### src/rtl/regfile_dump_if.sv
// Bundle of control, register-file read port and debug stream signals for regfile_dump.
// The master modport is the dump engine; the slave modport is the surrounding environment.
interface regfile_dump_if #(
    parameter int ADDR_W = 5,
    parameter int DATA_W = 32
) ();
    logic              start;
    logic [ADDR_W-1:0] first_reg;
    logic [ADDR_W-1:0] last_reg;
    logic [ADDR_W-1:0] rd_reg;
    logic [DATA_W-1:0] rd_data;
    logic              out_valid;
    logic              out_ready;
    logic [ADDR_W-1:0] out_idx;
    logic [DATA_W-1:0] out_data;
    logic              out_last;
    logic              busy;
    logic              done;

    modport master (
        input  start, first_reg, last_reg, rd_data, out_ready,
        output rd_reg, out_valid, out_idx, out_data, out_last, busy, done
    );

    modport slave (
        output start, first_reg, last_reg, rd_data, out_ready,
        input  rd_reg, out_valid, out_idx, out_data, out_last, busy, done
    );
endinterface

### src/rtl/regfile_dump.sv
// Debug reader: walks an inclusive wrap-around register range through a spare read port and streams (index, data) beats.
// Define REGDUMP_CHECKSUM_EN to append an XOR checksum beat (idx 0, out_last=1) after the last register beat.
module regfile_dump #(
    parameter int NUM_REGS = 32,
    parameter int ADDR_W   = 5,
    parameter int DATA_W   = 32
) (
    input  logic           clk,
    input  logic           rst_n,
    regfile_dump_if.master bus
);
    typedef enum logic [1:0] {
        IDLE,
        READ,
        SEND
    } state_t;

    state_t            r_state;
    state_t            w_state_nxt;
    logic [ADDR_W-1:0] r_rd_reg;
    logic [ADDR_W-1:0] w_rd_reg_nxt;
    logic [ADDR_W-1:0] r_last_reg;
    logic [ADDR_W-1:0] w_last_reg_nxt;
    logic              r_out_valid;
    logic              w_out_valid_nxt;
    logic [ADDR_W-1:0] r_out_idx;
    logic [ADDR_W-1:0] w_out_idx_nxt;
    logic [DATA_W-1:0] r_out_data;
    logic [DATA_W-1:0] w_out_data_nxt;
    logic              r_out_last;
    logic              w_out_last_nxt;
    logic              r_done;
    logic              w_done_nxt;
    logic              w_accept;
    logic              w_range_end;
    logic [ADDR_W-1:0] w_rd_reg_inc;
`ifdef REGDUMP_CHECKSUM_EN
    logic [DATA_W-1:0] r_csum;
    logic [DATA_W-1:0] w_csum_nxt;
    logic              r_last_beat;
    logic              w_last_beat_nxt;
`endif

    assign w_accept     = r_out_valid && bus.out_ready;
    assign w_range_end  = (r_rd_reg == r_last_reg);
    assign w_rd_reg_inc = ADDR_W'((int'(r_rd_reg) + 1) % NUM_REGS);

    always_ff @(posedge clk) begin
        if (!rst_n) begin
            r_state <= IDLE;
        end else begin
            r_state <= w_state_nxt;
        end
    end

    always_comb begin
        w_state_nxt     = r_state;
        w_rd_reg_nxt    = r_rd_reg;
        w_last_reg_nxt  = r_last_reg;
        w_out_valid_nxt = r_out_valid;
        w_out_idx_nxt   = r_out_idx;
        w_out_data_nxt  = r_out_data;
        w_out_last_nxt  = r_out_last;
        w_done_nxt      = 1'b0;
`ifdef REGDUMP_CHECKSUM_EN
        w_csum_nxt      = r_csum;
        w_last_beat_nxt = r_last_beat;
`endif
        case (r_state)
            IDLE: begin
                if (bus.start) begin
                    w_rd_reg_nxt   = bus.first_reg;
                    w_last_reg_nxt = bus.last_reg;
`ifdef REGDUMP_CHECKSUM_EN
                    w_csum_nxt     = '0;
`endif
                    w_state_nxt    = READ;
                end
            end
            READ: begin
                w_out_data_nxt  = bus.rd_data;
                w_out_idx_nxt   = r_rd_reg;
                w_out_valid_nxt = 1'b1;
`ifdef REGDUMP_CHECKSUM_EN
                w_out_last_nxt  = 1'b0;
                w_last_beat_nxt = w_range_end;
                w_csum_nxt      = r_csum ^ bus.rd_data;
`else
                w_out_last_nxt  = w_range_end;
`endif
                w_state_nxt     = SEND;
            end
            SEND: begin
                if (w_accept) begin
                    if (r_out_last) begin
                        w_out_valid_nxt = 1'b0;
                        w_done_nxt      = 1'b1;
                        w_state_nxt     = IDLE;
`ifdef REGDUMP_CHECKSUM_EN
                    // Checksum beat follows the last register beat without another READ.
                    end else if (r_last_beat) begin
                        w_out_valid_nxt = 1'b1;
                        w_out_idx_nxt   = '0;
                        w_out_data_nxt  = r_csum;
                        w_out_last_nxt  = 1'b1;
                        w_last_beat_nxt = 1'b0;
`endif
                    end else begin
                        w_out_valid_nxt = 1'b0;
                        w_rd_reg_nxt    = w_rd_reg_inc;
                        w_state_nxt     = READ;
                    end
                end
            end
            default: begin
                w_state_nxt = IDLE;
            end
        endcase
    end

    always_ff @(posedge clk) begin
        if (!rst_n) begin
            r_rd_reg    <= '0;
            r_last_reg  <= '0;
            r_out_valid <= 1'b0;
            r_out_idx   <= '0;
            r_out_data  <= '0;
            r_out_last  <= 1'b0;
            r_done      <= 1'b0;
`ifdef REGDUMP_CHECKSUM_EN
            r_csum      <= '0;
            r_last_beat <= 1'b0;
`endif
        end else begin
            r_rd_reg    <= w_rd_reg_nxt;
            r_last_reg  <= w_last_reg_nxt;
            r_out_valid <= w_out_valid_nxt;
            r_out_idx   <= w_out_idx_nxt;
            r_out_data  <= w_out_data_nxt;
            r_out_last  <= w_out_last_nxt;
            r_done      <= w_done_nxt;
`ifdef REGDUMP_CHECKSUM_EN
            r_csum      <= w_csum_nxt;
            r_last_beat <= w_last_beat_nxt;
`endif
        end
    end

    assign bus.rd_reg    = r_rd_reg;
    assign bus.out_valid = r_out_valid;
    assign bus.out_idx   = r_out_idx;
    assign bus.out_data  = r_out_data;
    assign bus.out_last  = r_out_last;
    assign bus.busy      = (r_state != IDLE);
    assign bus.done      = r_done;
endmodule

### src/flat_wrapper.sv
// flat-port wrapper written by rule: the top's interface ports become plain ports
module regfile_dump_flat 
#(
    parameter int NUM_REGS = 32,
    parameter int ADDR_W   = 5,
    parameter int DATA_W   = 32
)
  (clk, rst_n, bus_start, bus_first_reg, bus_last_reg, bus_rd_data, bus_out_ready, bus_rd_reg, bus_out_valid, bus_out_idx, bus_out_data, bus_out_last, bus_busy, bus_done);
  regfile_dump_if #(.ADDR_W(ADDR_W), .DATA_W(DATA_W)) bus_i ();
  input  logic clk;
  input  logic rst_n;
  input wire logic [$bits(bus_i.start)-1:0] bus_start;
  input wire logic [$bits(bus_i.first_reg)-1:0] bus_first_reg;
  input wire logic [$bits(bus_i.last_reg)-1:0] bus_last_reg;
  input wire logic [$bits(bus_i.rd_data)-1:0] bus_rd_data;
  input wire logic [$bits(bus_i.out_ready)-1:0] bus_out_ready;
  output wire logic [$bits(bus_i.rd_reg)-1:0] bus_rd_reg;
  output wire logic [$bits(bus_i.out_valid)-1:0] bus_out_valid;
  output wire logic [$bits(bus_i.out_idx)-1:0] bus_out_idx;
  output wire logic [$bits(bus_i.out_data)-1:0] bus_out_data;
  output wire logic [$bits(bus_i.out_last)-1:0] bus_out_last;
  output wire logic [$bits(bus_i.busy)-1:0] bus_busy;
  output wire logic [$bits(bus_i.done)-1:0] bus_done;
  assign bus_i.start = bus_start;
  assign bus_i.first_reg = bus_first_reg;
  assign bus_i.last_reg = bus_last_reg;
  assign bus_i.rd_data = bus_rd_data;
  assign bus_i.out_ready = bus_out_ready;
  assign bus_rd_reg = bus_i.rd_reg;
  assign bus_out_valid = bus_i.out_valid;
  assign bus_out_idx = bus_i.out_idx;
  assign bus_out_data = bus_i.out_data;
  assign bus_out_last = bus_i.out_last;
  assign bus_busy = bus_i.busy;
  assign bus_done = bus_i.done;
  regfile_dump #(.NUM_REGS(NUM_REGS), .ADDR_W(ADDR_W), .DATA_W(DATA_W)) u_core (.clk(clk), .rst_n(rst_n), .bus(bus_i));
endmodule
### config.mk
export PLATFORM = sky130hd
export DESIGN_NAME = regfile_dump_flat
export DESIGN_NICKNAME = d
export VERILOG_FILES = /design/src/rtl/regfile_dump_if.sv /design/src/rtl/regfile_dump.sv /design/src/flat_wrapper.sv
export SDC_FILE = /design/constraint.sdc
export NUM_CORES = 1
export LEC_CHECK = 0
export CORE_ASPECT_RATIO = 2
export CORE_MARGIN = 5
export CORE_UTILIZATION = 38
export CTS_CLUSTER_DIAMETER = 150
export CTS_CLUSTER_SIZE = 16
export DETAILED_ROUTE_END_ITERATION = 8
export PLACE_DENSITY = 0.77
export SKIP_CTS_REPAIR_TIMING = 1
export SLEW_MARGIN = 5
export SYNTH_ARGS = -nofsm -noshare
export SYNTH_HDL_FRONTEND = slang
export SYNTH_SLANG_ARGS = --single-unit
### constraint.sdc
create_clock -name clk -period 1.4 [get_ports clk]
set_clock_uncertainty 0.1 [all_clocks]
set_input_delay 0.14 -clock clk [delete_from_list [all_inputs] [get_ports clk]]
set_output_delay 0.14 -clock clk [all_outputs]
set_load 0.02 [all_outputs]
==> results.toml <==
[final_layout]
area_delta_synth_final_pct = 60.3
final_common_cell = "nand2_1"
largest_reg_flops = 32
utilization_pct = 63.1
final_cell_mix = "nand2_1 (86), dfxtp_1 (48), dlymetal6s2s_1 (46)"
n_antenna_cell = 0
drive_above_1_share_pct = 11.1
nets = 398
final_area_sq_mm = 0.00345

[synth]
yosys_warnings = 0
ys_types = 34
synth_nets = 297
ys.flop_type = "dfxtp_1"
synth.avg_cell_area_sq_um = 8.61
synth_edf_count = 0
async_reset_ff_share_pct = 0
seq_area_frac_synth_pct = 48.4
synth.ff_latch_count = 52
syn_area_sq_mm = 0.00215
syn_inst = 250

[cts]
insertion_delay_ps = 310
clockRootBuffer = "clkbuf_8"
cts_tree = "yes"
clockBufferDepth = 2
cts_buffers = 5
cts.clk_slew.worst_paths_ps = 90
cts_sinks = 52
htreeDepth = 2

[detailed_routing]
drt_pass1_iterations = 4
drt_iter0_markers = 82
drt.antenna.violating_nets = 0
wire_per_inst_microns = 14.5
via_count = 2016
wl_mm = 5.98
drcViolationCount = 0
vias_per_cell = 4.89

[grt]
grt_util_all_layers_pct = 16.0
first_global_vias = 1972
grt_use_met2_pct = 30.7
grt.busiest_layer = "met2"
grtUsageMet1_pct = 15.8
grt_pass1_wl_mm = 9.31
globalRouteOverflowTotal = 0
antenna_found_initial = 0
grtUsageMet3_pct = 4.23
grt_max_degree = 53

[worst_setup_path]
crit_buf_inv = 2
max_stage_delay_ps = 360
crit_chain = "buf_4 -> nor2b_2 -> buf_12 -> nand4_1 -> o22ai_2"
crit_type = "register to register"
endpoint_kind = "register"
cpMaxStageDelayCell = "dfxtp_2"
worstPathRequired_ps = 1540
crit_family = "buffers and inverters"
cp-start-kind = "register"
crit_fanout = 25
cp.arrival_ps = 1460

[hold_path]
hp-class = "primary input to register"

[power_and_ir_drop]
internal_power_mw = 2.36
seq_power_share_pct = 49.8
ir_worst_vdd_v = 0.00101
leakagePower_nw = 2.04
powerDensity_mw_per_mm2 = 942
switching_share_pct = 27.3
p_clk_share_pct = 27.1
p_comb_share_pct = 23.1
p_switching_mw = 0.887

[floorplan]
fp.dieArea_sq_mm = 0.00736
start_util_pct = 39.4
floorplan.core_area_sq_mm = 0.00547
rows = 38
die_h_microns = 116
die_w_microns = 63.2
boundaryPins = 92

[timing]
fmax_ghz = 0.761
worstMarginPinSlew_ps = 277
period_needed_ps = 1310
hold_viol_final = 0
fin_crit_sh_pct = 93.8
rsz0062_at_grt = "no"
max_slew_margin_pct = 81.5
setup_viol = 0
finalMaxSlewViolations = 0

[place]
place_congestion = 0.846
dp_hpwl_mm = 4.27
place_area_sq_mm = 0.00321
numPortBuffers = 91

[status]
status = "completed"

[flow_run]
drv_cap = 0
## power groups by stage
stage,combinational (mW),clock [mW],sequential (mW)
floorplan,0.279,0,1.74
global placement,0.746,0,1.65
detailed placement,0.754,0,1.65
CTS,0.756,0.912,1.62
global route,0.812,0.962,1.63
finish,0.751,0.879,1.62
## synth_stat cells, types with 2 or more instances
cell	count	area share, %
dfxtp_1	52	48
nor3_1	4	0.93
nor2_1	2	0.35
nand2_1	86	15
nand3_1	9	2.1
o22ai_1	3	0.87
inv_1	4	0.70
clkbuf_1	4	0.70
a21boi_0	7	2.4
a21oi_1	5	1.2
buf_6	4	2.1
buf_2	4	0.93
xnor2_1	5	2.0
a21boi_1	37	13
buf_4	4	1.4
nand2b_1	2	0.58
## worst reg2reg max path, cell delays in order, from the launching register on
cell and delay, ps:
dfxtp_2 360, buf_4 170, nor2b_2 190, buf_12 200
nand4_1 130, o22ai_2 100
## stage by stage
stage | hold WS, ps | setup slack (ps) | power, mW | std cells | TNS [ps]
floorplan | 175 | 51.1 | 2.02 | 250 | 0
global placement | 340 | -156 | 2.40 | 403 | -465
detailed placement | 344 | -162 | 2.41 | 403 | -567
CTS | 260 | -347 | 3.29 | 411 | -6130
global route | 262 | 0.691 | 3.41 | 412 | 0
finish | 269 | 86.8 | 3.25 | 412 | 0
## logic make-up (layout without fill, tap and decap cells)
group | count (synthesis) | after routing | synth area share (%)
adder cells (fa/ha/maj) | 1 | 1 | 0.581
multiplexers | 1 | 1 | 0.465
AO/OA/AOI/OAI | 60 | 60 | 20.6
AND/OR/NAND/NOR | 110 | 110 | 21.9
buffers and inverters | 21 | 123 | 6.05
XOR/XNOR | 5 | 5 | 2.03
flip-flops | 52 | 52 | 48.4
## final timing paths
| path | slack, ps | endpoint | cells after the start | startpoint |
|---|---|---|---|---|
| worst max register to register | 90 | u_core.bus.out_last | 5 | u_core.r_state[1] |
| worst min register to register | 350 | u_core.bus.out_data[4] | 2 | u_core.bus.out_data[4] |
| worst min-delay path | 270 | u_core.bus.out_data[20] | 3 | bus_rd_data[20] |
| worst max-delay path | 90 | u_core.bus.out_last | 5 | u_core.r_state[1] |
## final cells by class
cell class                      count  area (sq um)
Clock buffer                        6          82.6
Clock inverter                      2          10.0
Fill cell                         464          2020
Inverter                            4          15.0
Multi-Input combinational cell    177           986
Sequential cell                    52          1050
Tap cell                           60          75.1
Timing Repair Buffer              111          1230
## metal layers
metal / wire length (microns) / vias up
li1: - / 1030
met1: 2160 / 914
met2: 3390 / 60
met3: 262 / 12
met4: 159 / 0
met5: 0 / -
(Power assumes the default switching activity.)
